## config.mk

```make
export PLATFORM = sky130hd
export DESIGN_NAME = link_rx_fifo_flat
export DESIGN_NICKNAME = d
export VERILOG_FILES = /design/src/rtl/link_rx_fifo_if.sv /design/src/rtl/link_rx_fifo.sv /design/src/flat_wrapper.sv
export SDC_FILE = /design/constraint.sdc
export NUM_CORES = 1
export LEC_CHECK = 0
export ABC_CLOCK_PERIOD_IN_PS = 2600
export CORE_ASPECT_RATIO = 0.9
export CORE_MARGIN = 5
export CORE_UTILIZATION = 45
export DETAILED_ROUTE_END_ITERATION = 6
export PLACE_DENSITY = 0.69
export SLEW_MARGIN = 20
export SYNTH_ARGS = -nofsm -noshare
export SYNTH_HDL_FRONTEND = slang
export SYNTH_SLANG_ARGS = --single-unit
```

## constraint.sdc

```tcl
create_clock -name i_clk -period 2.6 [get_ports i_clk]
set_clock_uncertainty 0.05 [all_clocks]
set_input_delay 0.78 -clock i_clk [delete_from_list [all_inputs] [get_ports i_clk]]
set_output_delay 0.78 -clock i_clk [all_outputs]
set_load 0.02 [all_outputs]
```

## src/rtl/link_rx_fifo_if.sv

```systemverilog
// Handshake bundle between the link slave, the rx FIFO and its consumer.
// Ports: in_valid/in_data/in_ready (link side), out_valid/out_data/out_ready (consumer side).
interface link_rx_fifo_if;
  logic       in_valid;
  logic [7:0] in_data;
  logic       in_ready;
  logic       out_valid;
  logic [7:0] out_data;
  logic       out_ready;

  modport master (
    output in_valid,
    output in_data,
    input  in_ready,
    input  out_valid,
    input  out_data,
    output out_ready
  );

  modport slave (
    input  in_valid,
    input  in_data,
    output in_ready,
    output out_valid,
    output out_data,
    input  out_ready
  );
endinterface

```

## src/rtl/link_rx_fifo.sv

```systemverilog
// Receive FIFO behind the link slave, with fixed-length frame checksumming.
// Ports: i_clk, i_rst (sync, active-low), bus (slave modport), o_count,
// o_frame_done (1-cycle pulse), o_frame_sum, o_overflow (sticky).
module link_rx_fifo #(
  parameter int DEPTH     = 4,
  parameter int FRAME_LEN = 4,
  localparam int AW = $clog2(DEPTH),
  localparam int CW = AW + 1
) (
  input  logic          i_clk,
  input  logic          i_rst,
  link_rx_fifo_if.slave bus,
  output logic [CW-1:0] o_count,
  output logic          o_frame_done,
  output logic [7:0]    o_frame_sum,
  output logic          o_overflow
);

  localparam logic [0:0] S_IDLE  = 1'b0;
  localparam logic [0:0] S_ACCUM = 1'b1;

  logic [7:0]    r_mem [DEPTH];
  logic [AW-1:0] r_wr_ptr;
  logic [AW-1:0] r_rd_ptr;
  logic [CW-1:0] r_count;
  logic [0:0]    r_state;
  logic [7:0]    r_acc;
  logic [7:0]    r_byte_cnt;
  logic [7:0]    r_frame_sum;
  logic          r_frame_done;
  logic          r_overflow;

  logic          w_full;
  logic          w_wr;
  logic          w_rd;
  logic          w_last;
  logic [7:0]    w_acc_base;
  logic [7:0]    w_sum;

  assign w_full = (r_count == CW'(DEPTH));

  // Held low through reset so nothing is accepted before the
  // registered state has been cleared.
  assign bus.in_ready  = i_rst & ~w_full;
  assign bus.out_valid = i_rst & (r_count != '0);
  assign bus.out_data  = r_mem[r_rd_ptr];

  assign w_wr = bus.in_valid & bus.in_ready;
  assign w_rd = bus.out_valid & bus.out_ready;

  // IDLE means a fresh frame: the accumulator contributes nothing.
  assign w_acc_base = (r_state == S_IDLE) ? 8'h00 : r_acc;
  assign w_sum      = w_acc_base + bus.in_data;
  assign w_last     = (r_byte_cnt == 8'(FRAME_LEN - 1));

  always_ff @(posedge i_clk) begin
    if (w_wr) begin
      r_mem[r_wr_ptr] <= bus.in_data;
    end
  end

  always_ff @(posedge i_clk) begin
    if (!i_rst) begin
      r_wr_ptr <= '0;
      r_rd_ptr <= '0;
      r_count  <= '0;
    end else begin
      if (w_wr) begin
        r_wr_ptr <= r_wr_ptr + 1'b1;
      end
      if (w_rd) begin
        r_rd_ptr <= r_rd_ptr + 1'b1;
      end
      case ({w_wr, w_rd})
        2'b10:   r_count <= r_count + 1'b1;
        2'b01:   r_count <= r_count - 1'b1;
        default: r_count <= r_count;
      endcase
    end
  end

  always_ff @(posedge i_clk) begin
    if (!i_rst) begin
      r_overflow <= 1'b0;
    end else if (bus.in_valid && !bus.in_ready) begin
      r_overflow <= 1'b1;
    end
  end

  always_ff @(posedge i_clk) begin
    if (!i_rst) begin
      r_state      <= S_IDLE;
      r_acc        <= '0;
      r_byte_cnt   <= '0;
      r_frame_sum  <= '0;
      r_frame_done <= 1'b0;
    end else begin
      r_frame_done <= 1'b0;
      if (w_wr) begin
        if (w_last) begin
          r_frame_sum  <= w_sum;
          r_frame_done <= 1'b1;
          r_acc        <= '0;
          r_byte_cnt   <= '0;
          r_state      <= S_IDLE;
        end else begin
          r_acc        <= w_sum;
          r_byte_cnt   <= r_byte_cnt + 1'b1;
          r_state      <= S_ACCUM;
        end
      end
    end
  end

  assign o_count      = r_count;
  assign o_frame_done = r_frame_done;
  assign o_frame_sum  = r_frame_sum;
  assign o_overflow   = r_overflow;

endmodule

```

## src/flat_wrapper.sv

```systemverilog
// flat-port wrapper written by rule: the top's interface ports become plain ports
module link_rx_fifo_flat 
#(
  parameter int DEPTH     = 4,
  parameter int FRAME_LEN = 4,
  localparam int AW = $clog2(DEPTH),
  localparam int CW = AW + 1
)
  (i_clk, i_rst, o_count, o_frame_done, o_frame_sum, o_overflow, bus_in_valid, bus_in_data, bus_in_ready, bus_out_valid, bus_out_data, bus_out_ready);
  link_rx_fifo_if bus_i ();
  input  logic i_clk;
  input  logic i_rst;
  output logic [CW-1:0] o_count;
  output logic o_frame_done;
  output logic [7:0] o_frame_sum;
  output logic o_overflow;
  input wire logic [$bits(bus_i.in_valid)-1:0] bus_in_valid;
  input wire logic [$bits(bus_i.in_data)-1:0] bus_in_data;
  output wire logic [$bits(bus_i.in_ready)-1:0] bus_in_ready;
  output wire logic [$bits(bus_i.out_valid)-1:0] bus_out_valid;
  output wire logic [$bits(bus_i.out_data)-1:0] bus_out_data;
  input wire logic [$bits(bus_i.out_ready)-1:0] bus_out_ready;
  assign bus_i.in_valid = bus_in_valid;
  assign bus_i.in_data = bus_in_data;
  assign bus_in_ready = bus_i.in_ready;
  assign bus_out_valid = bus_i.out_valid;
  assign bus_out_data = bus_i.out_data;
  assign bus_i.out_ready = bus_out_ready;
  link_rx_fifo #(.DEPTH(DEPTH), .FRAME_LEN(FRAME_LEN)) u_core (.i_clk(i_clk), .i_rst(i_rst), .bus(bus_i), .o_count(o_count), .o_frame_done(o_frame_done), .o_frame_sum(o_frame_sum), .o_overflow(o_overflow));
endmodule
```

==> results of run 1 <==
[registers in the layout, indices dropped and copies added, names as in the netlist, named ones only]
name,count
u_core.o_count,3
u_core.o_frame_done,1
u_core.o_frame_sum,8
u_core.o_overflow,1
u_core.r_acc,8
u_core.r_byte_cnt,8
u_core.r_mem,32
u_core.r_rd_ptr,2
u_core.r_state,1
u_core.r_wr_ptr,2
[cells in the final DEF (no fill, tap or decap), types with 9 or more instances in the layout]
master,Yosys,layout
nor2_1,26,26
ha_1,13,12
edfxtp_1,32,32
and2_1,11,10
clkbuf_8,0,11
dfxtp_1,36,36
buf_4,1,17
a21oi_1,9,9
nand2_1,17,17
inv_1,10,10
clkdlybuf4s50_1,0,23
[power breakdown]
group	total (W)	internal, W	switching [W]
Sequential	0.00118	0.00116	0.0000252
Clock	0.000829	0.000464	0.000365
Combinational	0.000277	0.000138	0.000138
Total	0.00229	0.00176	0.000528
[worst min-delay path, stage by stage (launching register included)]
cell and delay, ns:
dfxtp_1 0.31, nand2_1 0.05, a21oi_1 0.05
[final timing paths]
check | end | cells after the start
setup / recovery | u_core.o_count[2] | 9
hold / removal | u_core.r_acc[1] | 2
setup reg to reg | u_core.o_count[2] | 9
hold reg to reg | u_core.r_acc[1] | 2
[cell families (layout without fill, tap and decap cells)]
group / after synthesis / in the layout / synth area share, %
buffers and inverters: 18 / 84 / 2.81
AOI/OAI and AO/OA: 38 / 38 / 8.76
muxes: 8 / 8 / 6.04
xor gates and xnor gates: 16 / 16 / 4.70
DFF: 68 / 68 / 56.4
and+or+nand+nor: 76 / 76 / 14.5
adders and majority gates: 15 / 15 / 6.79
[layout make-up]
cell class,instances,area [um^2]
clock buffer,13,184
clock inverter,3,17.5
fill,577,2670
inverter,12,55.1
multi-input combinational,153,1240
sequential,68,1680
tap,90,113
timing repair buffer,56,551
[through the flow]
| stage | hold slack (ns) | total power, W |
|---|---|---|
| final | 0.403 | 0.00229 |
| after global routing | 0.421 | 0.00239 |
| after CTS | 0.407 | 0.00233 |
| after detailed placement | 0.396 | 0.00150 |
| after global placement | 0.389 | 0.00149 |
| after floorplan | 0.382 | 0.00137 |
[Yosys cell counts (all sizes together)]
cell type,n
a211oi,1
a21boi,1
a21o,3
a21oi,10
a22o,3
a22oi,5
a311oi,1
a32o,1
a41o,1
and2,12
and3,3
and4,1
buf,5
clkbuf,1
clkinv,1
dfxtp,36
edfxtp,32
fa,2
ha,13
inv,11
mux4,8
nand2,19
nand3,3
nand4,2
nor2,29
nor2b,1
nor3,2
nor3b,1
nor4b,1
o21a,1
o21ai,5
o22ai,1
o31a,1
o31ai,4
or2,1
or3,1
xnor2,8
xor2,8
[layer usage]
metal | global-route usage, % | up-vias | part of all wire (%)
li1 | - | 982 | -
met3 | 5.19 | 7 | 6.0
met5 | 0 | - | 0
met4 | 6.59 | 0 | 1.4
met2 | 20.0 | 37 | 45
met1 | 17.6 | 908 | 47
[what timing repair did]
item                                    CTS  global route
hold buffers                              0             0
pin swaps                                 0             2
endpoints found under the setup margin   10             5
resized for setup                        12             5
==> metrics.md, run 1 <==
| Metric | Value |
|---|---|
| VDD IR max | between 0.0003 and 0.0004 V |
| Root buf cell | clkbuf_8 |
| Max_slew headroom | 75.1% |
| Layout cell share with drive strength beyond 1 | a little over a fifth |
| Ys Warns | 0 |
| Ports | 35 |
| Buffers added on ports | 34 |
| Endpoints failing setup | 0 |
| Max Root-Sink Buffers | 2 |
| Worst path arrival time | between 2 and 3 ns |
| Leak pwr | 1.48 nW |
| Least-Margin Pin Slew | 0.373 ns |
| Min cycle time layout | about 2.5 ns |
| Detailed Route WL | 5.06 mm |
| Crit path buffers/inverters | 2 |
| Finished layout cell area | 3840 um^2 |
| Drt wl/cell | between 10 and 15 um |
| Worst Path Required | approximately 2.8 ns |
| Post-CTS Repair Setup Buffers | 0 |
| Final hold vios | 0 |
| Post-route ant nets | 0 |
| Core Rows | 28 |
| Clock buffers created by TritonCTS | 9 |
| Mapped cell area | 2980 um^2 |
| Initial antenna violation count | 0 |
| Core Util, Final | 59.0% |
| Width of the die | between 90 and 100 um |
| Effective utilization at floorplan | 45.8% |
| Hold/Removal Path Class | flip-flop to flip-flop |
| Hpwl dp | 3.75 mm |
| Die H | slightly below 90 um |
| Drt pass-1 iters | 4 |
| Die area | 8360 um^2 |
| CTS tree | yes |
| CTS H-Tree Depth | 3 |
| GRT Util Overall | 13.6% |
| Sequential fraction of the synthesis area | between 50% and 60% |
| GP Congestion | 0.747 |
| Setup TNS | 0 ns |
| Clk slew on worst S/H paths | 0.07 ns |
| DRT iter0 DRCs | 57 |
| Detailed-route via count | 1934 |
| CP max stage cell | clkdlybuf4s50_1 |
| Largest net degree at the start of global routing | 20 |
| Crit path cell chain | clkdlybuf4s50_1, o31a_1, and2_4, ha_4, inv_1, fa_1, xor2_1, or3_1, a21oi_1 |
| First-pass GRT wire length | approximately 8.5 mm |
| Setup crit start | i_rst |
| Yosys cell types | 49 |
| Post-detailed-route via-to-cell ratio | 4.90 |
| Crit start category | input pin |
| GRT Residual Overflow | 0 |
| Final std cells w/o fill | 395 |
| Yosys top cell by area | edfxtp_1 |
| Diode count | 0 |
| Max-cap violation count | 0 |
| Status | completed |
| Max incr delay on CP | 0.50 ns |
| Share of Yosys cell area claimed by the top area cell type | ~32% |
| Syn nets | 266 |
| Layout net count | ~330 |
| DRC viols | 0 |
| Power Dens Cells | 595 nW/um^2 |
| Vias in the first global route | ~1900 |
| Post-placement cell area | 3650 um^2 |
| Mapped Cells | approximately 240 |
| Mean Syn Cell Area | 12.5 um^2 |
| Crit path capture type | flip-flop |
| Crit path kind | input pin to flip-flop |
| Largest cells by area after synthesis | edfxtp_1 (32%), dfxtp_1 (24%), mux4_2 (6.0%), ha_1 (5.5%), nor2_1 (3.3%) |
| PnR worst setup slack | 0.0683 ns |
| Synthesized flop and latch total | a little under 70 |
| Fmax | 0.395 GHz |
| CTS sink cnt | 68 |
| Pins Over Slew Limit | 0 |
| Placed cell count | 379 |
| Reg-to-reg startpoint | u_core.o_count[2] |
| Crit Path Max Fanout | 3 |
| Area Growth Syn to Fin | 28.8% |
| Skew-Pair Late Insertion Delay | 0.34 ns |
| RSZ-0062 raised after global routing | true |
| Core area | 6520 um^2 |
| Critical path's top delay family | buffers and inverters |
| Reg-to-reg slack, setup | 0.42 ns |
| Place WS | -0.322 ns |
| Hold_sp | u_core.r_acc[1] |
| Final period utilization | a little over nine tenths |
(Power assumes the default switching activity.)
==> run 2, diff against run 1 <==
--- a/config.mk
+++ b/config.mk
@@ -6,6 +6,7 @@
 export NUM_CORES = 1
 export LEC_CHECK = 0
 export ABC_CLOCK_PERIOD_IN_PS = 2600
+export CAP_MARGIN = 20
 export CORE_ASPECT_RATIO = 0.9
 export CORE_MARGIN = 5
 export CORE_UTILIZATION = 45
==> results of run 2 <==
No change in the layout: final DEF, timing and power equal those of run 1.
